## src/rtl/cci_mpf_svc_vtp_client_mux.sv

```systemverilog
// N-client front end to the shared VTP service: per-client 1-deep buffer, RR issue, tag-pool remap.
// Latency: client accept -> svc_lookupEn 2 cycles min; svc response -> client response 1 cycle.
// Backpressure: svc_lookupRdy holds the issue register; per-client limit and empty tag pool stall buffers.
module cci_mpf_svc_vtp_client_mux #(
    parameter int N_CLIENTS      = 4,
    parameter int VA_IDX_W       = 36,
    parameter int PA_IDX_W       = 36,
    parameter int CLI_TAG_W      = 4,
    parameter int MAX_REQS       = 16,
    parameter int MAX_PER_CLIENT = 8,
    localparam int SVC_TAG_W     = $clog2(MAX_REQS)
) (
    input  logic                            clk,
    input  logic                            reset,
    input  logic [N_CLIENTS-1:0]            cli_lookupEn,
    input  logic [N_CLIENTS*VA_IDX_W-1:0]   cli_lookupVA,
    input  logic [N_CLIENTS*CLI_TAG_W-1:0]  cli_lookupTag,
    output logic [N_CLIENTS-1:0]            cli_lookupRdy,
    output logic [N_CLIENTS-1:0]            cli_rspValid,
    output logic [PA_IDX_W-1:0]             cli_rspPA,
    output logic [CLI_TAG_W-1:0]            cli_rspTag,
    output logic                            cli_rspIsBigPage,
    output logic                            svc_lookupEn,
    output logic [VA_IDX_W-1:0]             svc_lookupVA,
    output logic [SVC_TAG_W-1:0]            svc_lookupTag,
    input  logic                            svc_lookupRdy,
    input  logic                            svc_rspValid,
    input  logic [PA_IDX_W-1:0]             svc_rspPA,
    input  logic [SVC_TAG_W-1:0]            svc_rspTag,
    input  logic                            svc_rspIsBigPage,
    output logic [SVC_TAG_W:0]              busy_cnt,
    output logic                            err_bad_tag
);

    localparam int CID_W  = (N_CLIENTS > 1) ? $clog2(N_CLIENTS) : 1;
    localparam int OCNT_W = $clog2(MAX_PER_CLIENT + 1);
    localparam int BUSY_W = SVC_TAG_W + 1;

    typedef struct packed {
        logic [CID_W-1:0]     cid;
        logic [CLI_TAG_W-1:0] ctag;
    } tag_ent_t;

    typedef struct packed {
        logic [VA_IDX_W-1:0]  va;
        logic [CLI_TAG_W-1:0] ctag;
    } req_t;

    logic [N_CLIENTS-1:0] buf_vld_q, buf_vld_d;
    req_t                 buf_q [N_CLIENTS];
    logic [MAX_REQS-1:0]  free_q, free_d;
    tag_ent_t             tag_tbl_q [MAX_REQS];
    logic [OCNT_W-1:0]    ocnt_q [N_CLIENTS];
    logic [OCNT_W-1:0]    ocnt_d [N_CLIENTS];
    logic [CID_W-1:0]     rr_q, rr_d;
    logic [BUSY_W-1:0]    busy_q, busy_d;
    logic                 err_q, err_d;

    logic                 out_vld_q, out_vld_d;
    logic [VA_IDX_W-1:0]  out_va_q, out_va_d;
    logic [SVC_TAG_W-1:0] out_tag_q, out_tag_d;

    logic [N_CLIENTS-1:0] rsp_vld_q, rsp_vld_d;
    logic [PA_IDX_W-1:0]  rsp_pa_q, rsp_pa_d;
    logic [CLI_TAG_W-1:0] rsp_tag_q, rsp_tag_d;
    logic                 rsp_big_q, rsp_big_d;

    logic [N_CLIENTS-1:0] elig;
    logic                 win_found;
    logic [CID_W-1:0]     win_id;
    logic                 free_found;
    logic [SVC_TAG_W-1:0] free_tag;
    logic                 load_ok, issue, rsp_ok, rsp_bad;
    tag_ent_t             rsp_ent;

    // A full buffer at its outstanding limit is not eligible, so it never blocks other clients.
    always_comb begin
        elig = '0;
        for (int i = 0; i < N_CLIENTS; i++) begin
            elig[i] = buf_vld_q[i] && (ocnt_q[i] < OCNT_W'(MAX_PER_CLIENT));
        end
    end

    always_comb begin
        win_found = 1'b0;
        win_id    = '0;
        for (int k = 0; k < N_CLIENTS; k++) begin
            if (!win_found && elig[(int'(rr_q) + k) % N_CLIENTS]) begin
                win_found = 1'b1;
                win_id    = CID_W'((int'(rr_q) + k) % N_CLIENTS);
            end
        end
    end

    // Uses the registered free vector, so a tag freed this cycle is only reusable next cycle.
    always_comb begin
        free_found = 1'b0;
        free_tag   = '0;
        for (int t = MAX_REQS - 1; t >= 0; t--) begin
            if (free_q[t]) begin
                free_found = 1'b1;
                free_tag   = SVC_TAG_W'(t);
            end
        end
    end

    assign load_ok = !out_vld_q || svc_lookupRdy;
    assign issue   = load_ok && free_found && win_found;
    assign rsp_ok  = svc_rspValid && !free_q[svc_rspTag];
    assign rsp_bad = svc_rspValid &&  free_q[svc_rspTag];
    assign rsp_ent = tag_tbl_q[svc_rspTag];

    always_comb begin
        buf_vld_d = buf_vld_q;
        for (int i = 0; i < N_CLIENTS; i++) begin
            if (cli_lookupEn[i] && !buf_vld_q[i]) begin
                buf_vld_d[i] = 1'b1;
            end
        end
        if (issue) begin
            buf_vld_d[win_id] = 1'b0;
        end

        free_d = free_q;
        if (issue) begin
            free_d[free_tag] = 1'b0;
        end
        if (rsp_ok) begin
            free_d[svc_rspTag] = 1'b1;
        end

        for (int i = 0; i < N_CLIENTS; i++) begin
            ocnt_d[i] = ocnt_q[i];
            if ((issue && (win_id == CID_W'(i))) && !(rsp_ok && (rsp_ent.cid == CID_W'(i)))) begin
                ocnt_d[i] = ocnt_q[i] + OCNT_W'(1);
            end else if (!(issue && (win_id == CID_W'(i))) && (rsp_ok && (rsp_ent.cid == CID_W'(i)))) begin
                ocnt_d[i] = ocnt_q[i] - OCNT_W'(1);
            end
        end

        busy_d = busy_q;
        if (issue && !rsp_ok) begin
            busy_d = busy_q + BUSY_W'(1);
        end else if (!issue && rsp_ok) begin
            busy_d = busy_q - BUSY_W'(1);
        end

        rr_d = rr_q;
        if (issue) begin
            rr_d = (win_id == CID_W'(N_CLIENTS - 1)) ? '0 : win_id + CID_W'(1);
        end

        out_vld_d = out_vld_q;
        out_va_d  = out_va_q;
        out_tag_d = out_tag_q;
        if (issue) begin
            out_vld_d = 1'b1;
            out_va_d  = buf_q[win_id].va;
            out_tag_d = free_tag;
        end else if (svc_lookupRdy) begin
            out_vld_d = 1'b0;
        end

        rsp_vld_d = '0;
        rsp_pa_d  = rsp_pa_q;
        rsp_tag_d = rsp_tag_q;
        rsp_big_d = rsp_big_q;
        if (rsp_ok) begin
            rsp_vld_d[rsp_ent.cid] = 1'b1;
            rsp_pa_d               = svc_rspPA;
            rsp_tag_d              = rsp_ent.ctag;
            rsp_big_d              = svc_rspIsBigPage;
        end

        err_d = err_q | rsp_bad;
    end

    always_ff @(posedge clk or posedge reset) begin
        if (reset) begin
            buf_vld_q <= '0;
            free_q    <= '1;
            for (int i = 0; i < N_CLIENTS; i++) begin
                ocnt_q[i] <= '0;
            end
            rr_q      <= '0;
            busy_q    <= '0;
            err_q     <= 1'b0;
            out_vld_q <= 1'b0;
            out_va_q  <= '0;
            out_tag_q <= '0;
            rsp_vld_q <= '0;
            rsp_pa_q  <= '0;
            rsp_tag_q <= '0;
            rsp_big_q <= 1'b0;
        end else begin
            buf_vld_q <= buf_vld_d;
            free_q    <= free_d;
            for (int i = 0; i < N_CLIENTS; i++) begin
                ocnt_q[i] <= ocnt_d[i];
            end
            rr_q      <= rr_d;
            busy_q    <= busy_d;
            err_q     <= err_d;
            out_vld_q <= out_vld_d;
            out_va_q  <= out_va_d;
            out_tag_q <= out_tag_d;
            rsp_vld_q <= rsp_vld_d;
            rsp_pa_q  <= rsp_pa_d;
            rsp_tag_q <= rsp_tag_d;
            rsp_big_q <= rsp_big_d;
        end
    end

    // Payload storage is qualified by buf_vld_q / free_q, so it needs no reset.
    always_ff @(posedge clk) begin
        for (int i = 0; i < N_CLIENTS; i++) begin
            if (cli_lookupEn[i] && !buf_vld_q[i]) begin
                buf_q[i].va   <= cli_lookupVA[i*VA_IDX_W +: VA_IDX_W];
                buf_q[i].ctag <= cli_lookupTag[i*CLI_TAG_W +: CLI_TAG_W];
            end
        end
        if (issue) begin
            tag_tbl_q[free_tag] <= {win_id, buf_q[win_id].ctag};
        end
    end

    assign cli_lookupRdy    = ~buf_vld_q;
    assign cli_rspValid     = rsp_vld_q;
    assign cli_rspPA        = rsp_pa_q;
    assign cli_rspTag       = rsp_tag_q;
    assign cli_rspIsBigPage = rsp_big_q;
    assign svc_lookupEn     = out_vld_q;
    assign svc_lookupVA     = out_va_q;
    assign svc_lookupTag    = out_tag_q;
    assign busy_cnt         = busy_q;
    assign err_bad_tag      = err_q;

    a_en_needs_rdy: assert property (@(posedge clk) disable iff (reset)
        (cli_lookupEn & ~cli_lookupRdy) == '0);

endmodule

```

## config.mk

```make
export PLATFORM = sky130hd
export DESIGN_NAME = cci_mpf_svc_vtp_client_mux
export DESIGN_NICKNAME = d
export VERILOG_FILES = /design/src/rtl/cci_mpf_svc_vtp_client_mux.sv
export SDC_FILE = /design/constraint.sdc
export NUM_CORES = 1
export LEC_CHECK = 0
export BUFFER_PORTS_ARGS = -buffer_cell sky130_fd_sc_hd__buf_2
export CAP_MARGIN = 30
export CORE_MARGIN = 2
export CORE_UTILIZATION = 50
export DETAILED_ROUTE_END_ITERATION = 10
export GPL_TIMING_DRIVEN = 0
export PLACE_DENSITY = 0.76
export SLEW_MARGIN = 40
export SYNTH_ARGS = -nofsm -noshare
export SYNTH_HDL_FRONTEND = slang
export SYNTH_SLANG_ARGS = --single-unit
```

## constraint.sdc

```tcl
create_clock -name clk -period 4.3 [get_ports clk]
set_clock_uncertainty 0.2 [all_clocks]
set_input_delay 0.86 -clock clk [delete_from_list [all_inputs] [get_ports clk]]
set_output_delay 0.86 -clock clk [all_outputs]
set_load 0.005 [all_outputs]
```

# After elaboration in Yosys (flattened, before gate mapping)
# Memory sizes are Yosys's and may differ from the RTL's.
# Index checks and enable logic that the tools add are counted.
# totals
mem_count	2
input_bits	209
register_bits	130
mem_bits_rw	256
# memory_table
name	words	width	rd	rd_clocked_by_memory_dff	write_ports	line	rtl
buf_q	4	40	1	0	4	50	req_t buf_q [N_CLIENTS];
tag_tbl_q	16	6	1	0	1	52	tag_ent_t tag_tbl_q [MAX_REQS];
# classes
n_eq_ne	6
n_mux	92
reduce_logical	68
n_lt_le_gt_ge	16
n_bitwise	10
n_addsub	14
# op_table
op	n
two-way mux 4 bit	26
two-way mux 1 bit	48
logical AND 1 bit	37
two-way mux 16 bit	2
zero test 1 bit	19
adder 4 x 1 -> 4 bit, second input constant	4
bitwise AND 16 bit	1
less-than comparator 4 bit, second input constant	4
inverter 16 bit	1
OR 16 bit	1
subtractor 4 x 1 -> 4 bit, second input constant	4
less-than comparator 3 x 4 -> 1 bit, second input constant	3
nonzero test 2 bit	6
less-than comparator 4 x 5 -> 1 bit, second input constant	2
two-way mux 2 bit	5
two-way mux 5 bit	2
less-than comparator 2 x 3 -> 1 bit, second input constant	3
binary-select mux 1 bit (select 2 bit)	4
demux 1 bit (select 4 bit)	2
equality test 2 bit, second input constant	4
>= comparator 4 x 1 -> 1 bit, second input constant	2
inverter 4 bit	2
OR reduction 2 bit	3
adder 5 x 1 -> 5 bit, second input constant	1
other kinds (12)	20

# Logic depth before layout (Yosys ltp)
# logic_depth
depth_word	25
depth_mapped	17
ltp_nobuf	15

# Least setup slack after synthesis
# Ideal clock, no wire load.
# synth_timing
path_type	input to register
startpoint	input port svc_rspTag[0]
endpoint	register ocnt_q[11] (netlist bit)
arrival_ns	3.533
required_ns	3.975
slack_ns	0.442
n_path_buf	2
cell_stages	14
setup_time_ns	0.125
path_cell_list	buf_6 > buf_12 > mux4_2 > mux4_2 > and3_1 > nand2b_1 > ha_1 > inv_1 > ha_1 > a21o_1 > a21oi_1 > xnor2_1 > nor2_1 > xor2_1
# synth_between
elab_chain_cells	8
# synth_rtl
item	line	rtl
from (decl)	29	input logic [SVC_TAG_W-1:0] svc_rspTag,
binary-select mux 1 bit (select 4 bit)	109	assign rsp_ok = svc_rspValid && !free_q[svc_rspTag];
two-way mux 1 bit (implied by the code)	109	
zero test 1 bit	109	
logical AND 1 bit	109	
logical AND 1 bit (*)	134, 136	
zero test 1 bit	134	if ((issue && (win_id == CID_W'(i))) && !(rsp_ok && (rsp_ent.cid == CID_W'(i)))) begin
logical AND 1 bit	134	
two-way mux 4 bit / nonzero test 2 bit (equally long branches)	-	
to (signal, indexed assignment)	199	ocnt_q[i] <= ocnt_d[i];
to (decl)	53	logic [OCNT_W-1:0] ocnt_q [N_CLIENTS];
# Every way passes the cells marked *; elsewhere a longest branch is shown, timed or not. The select of a mux whose other input is x is not followed.
# A chain may end at the register's enable or synchronous reset.

# Final worst setup path
# layout_timing
startpoint	input port svc_rspTag[1]
endpoint	register ocnt_q[3] (netlist bit)
# Same word-level chain as after synthesis.

==> results.toml <==
[routing]
first_pass_iters = 5
viasPerCell = 5.47
vias = 9322
wl_mm = 35.4
drc_errors = 0
drt_iter0_drc = 577
routedWlPerCell_um = 20.8
ant_nets = 0

[critical_path]
worstReg2RegEnd = "ocnt_q[15]"
worstRegToRegCells = 17
crit_required_ns = 4.54
arrival_ns = 4.24
crit_type = "in -> reg"
cp_max_fo = 10
r2r-start = "ocnt_q[3]"
worst-r2r-setup-slack_ns = 0.49
start_kind = "primary input"
crit_path_end_kind = "register"

[global_routing]
grt_usage_pct = 22.2
grt-busiest-layer = "met2"
first_global_vias = 9969
grtUsageMet2_pct = 38.2
grt_start_max_net_pins = 28
antenna_found_initial = 4
grt_overflow = 0
grt_pass1_wl_mm = 55.8
grt_use_met3_pct = 5.07
met1_usage_pct = 28.4

[placed_design]
gp_congestion = 0.845
dp_hpwl_mm = 25.5
placed_cells_incl_taps = 1628
placed_area_mm2 = 0.0179
port_buffers = 301

[synthesis]
synth_fp_nets = 1151
syn_area_mm2 = 0.0156
yosysWarningCount = 0
synthCells = 917
synth_area_per_cell_um2 = 17.0
async_flop_share_pct = 33.7
synthDistinctLibCells = 56
synth-edff-count = 256
synthFlopType = "edfxtp_1"
yosysSeqAreaShare_pct = 70.3
synth_seq_cells = 386

[finish]
final_area_mm2 = 0.0194
fin_nets = 1508
final_common_cell = "buf_2"
num-fill-cells = 2211
final_cell_mix = "buf_2, edfxtp_1, dfrtp_1"
drive_gt1_share_pct = 38.6
area_delta_synth_final_pct = 24.1
instances_no_fill = 1703
fin_util_pct = 63.1

[die]
die_h_um = 181
std_cell_rows = 64
die_area_mm2 = 0.0326
die_x_um = 181
pin_count = 305
core-area_mm2 = 0.0307
initial_utilization_pct = 50.8

[clock_network]
ctsHoldBuffers = 0
clock_path_buffers = 3
clock-sinks = 386
clkTransAtPathRegs_ns = 0.06
numCtsBuffers = 40
cts_root_buf = "clkbuf_16"
worstSkewPairLatency_ns = 0.53
htreeDepth = 2
cts_tree = "done"

[sta]
rsz0062_at_grt = "false"
relSlewSlack_pct = 47.4
setup_violations = 0
worst_pin_slew_ns = 0.773
fin_tns_setup_ns = 0
fin_crit_sh_pct = 93.0
final_hold_viol_count = 0
max_freq_mhz = 250
final-max-slew-violation-count = 0
finalCriticalPeriod_ns = 4.00

[min_path]
holdCritPathClass = "in -> async"

[power_and_ir_drop]
vdd_ir_drop_max_mv = 0.462
p_leak_nw = 7.92
pwr_density_cell_mw_per_mm2 = 743
total_power_mw = 14.4

[job]
cap_violations = 0

[outcome]
status = "completed"
[critical path, cell delays in order]
cell and delay (ns):
buf_6 0.12, clkbuf_1 0.44, mux4_2 0.44, mux4_2 0.56
and3_1 0.25, nand2_1 0.19, ha_1 0.23, inv_1 0.10
ha_1 0.28, a21o_1 0.18, a21oi_1 0.17, xnor2_1 0.08
nor2_1 0.15, xor2_1 0.19
[synth_stat cells, drive strengths merged, types with 15 or more instances]
cell,instances,area share [%]
buf,29,1.5
dfrtp,114,18
dfstp,16,2.7
edfxtp,256,49
ha,20,1.6
inv,27,0.65
mux2,48,3.6
mux2i,86,5.5
mux4,34,5.5
nand2,73,1.8
nor2,31,0.75
o21ai,18,0.58
o221ai,37,2.1
xnor2,15,0.84
[metal layers]
metal | vias up | wire, um
met1 | 4571 | 14100
met4 | 6 | 850
met3 | 63 | 2610
li1 | 4254 | -
met2 | 428 | 17800
met5 | - | 34
[kinds of logic (layout without fill, tap and decap cells)]
family	count (synthesis)	after routing	synth area share, %
flops	386	386	70.3
mux	168	168	14.6
simple gates	158	158	4.73
compound gates	96	96	4.64
buf+inv	63	452	2.30
fa+ha+maj	25	25	2.25
xor+xnor	21	21	1.18
other cells	0	1	0
[cell type report]
cell class | count | area (um^2) | share of cell area (%)
Sequential cell | 386 | 11000 | 56.6
Multi-Input combinational cell | 468 | 4380 | 22.6
Timing Repair Buffer | 315 | 1770 | 9.17
Clock buffer | 53 | 1120 | 5.80
Tap cell | 396 | 495 | 2.56
Buffer | 36 | 263 | 1.36
Clock inverter | 21 | 254 | 1.31
Inverter | 27 | 105 | 0.543
Antenna cell | 1 | 2.50 | 0.0129
[state kept, by name (all words and copies together) (netlist names), 2 cells and up]
name           count
rr_q               2
tag_tbl_q         96
buf_q            160
cli_rspValid       4
busy_cnt           5
ocnt_q            16
free_q            16
cli_rspTag         4
svc_lookupTag      4
cli_rspPA         36
svc_lookupVA      36
buf_vld_q          4
[worst max path at each step]
stage / cells after the start / start / endpoint / slack [ns]
6_report: 14 / svc_rspTag[1] / ocnt_q[3] / 0.30
2_1_floorplan: 14 / svc_rspTag[0] / ocnt_q[11] / 0.44
5_1_grt: 14 / svc_rspTag[1] / ocnt_q[3] / 0.10
3_5_place_dp: 14 / svc_rspTag[1] / ocnt_q[15] / -0.14
3_3_place_gp: 2 / cli_lookupEn[1] / buf_q[1][3] / -0.54
4_1_cts: 17 / ocnt_q[3] / ocnt_q[15] / 0.19
[repair_timing]
action | CTS | global route
endpoints found under the hold margin | 0 | 0
buffers inserted | 0 | 0
resized for setup | 1 | 2
gates cloned | 0 | 0
endpoints found under the setup margin | 2 | 2
[report_power, final]
part           switching (mW)  internal [mW]  total [mW]
Clock                    1.41           2.15        3.55
Combinational            2.85           2.18        5.03
Sequential              0.493           5.31        5.80
[metrics by stage]
stage                     worst slack [ns]  hold WS (ns)
after floorplan                      0.442         0.233
after global placement              -0.539         0.250
after detailed placement            -0.145         0.259
after CTS                            0.187        0.0474
after global routing                 0.101        0.0538
final                                0.299        0.0616
Power figures use the tool's default switching activity.
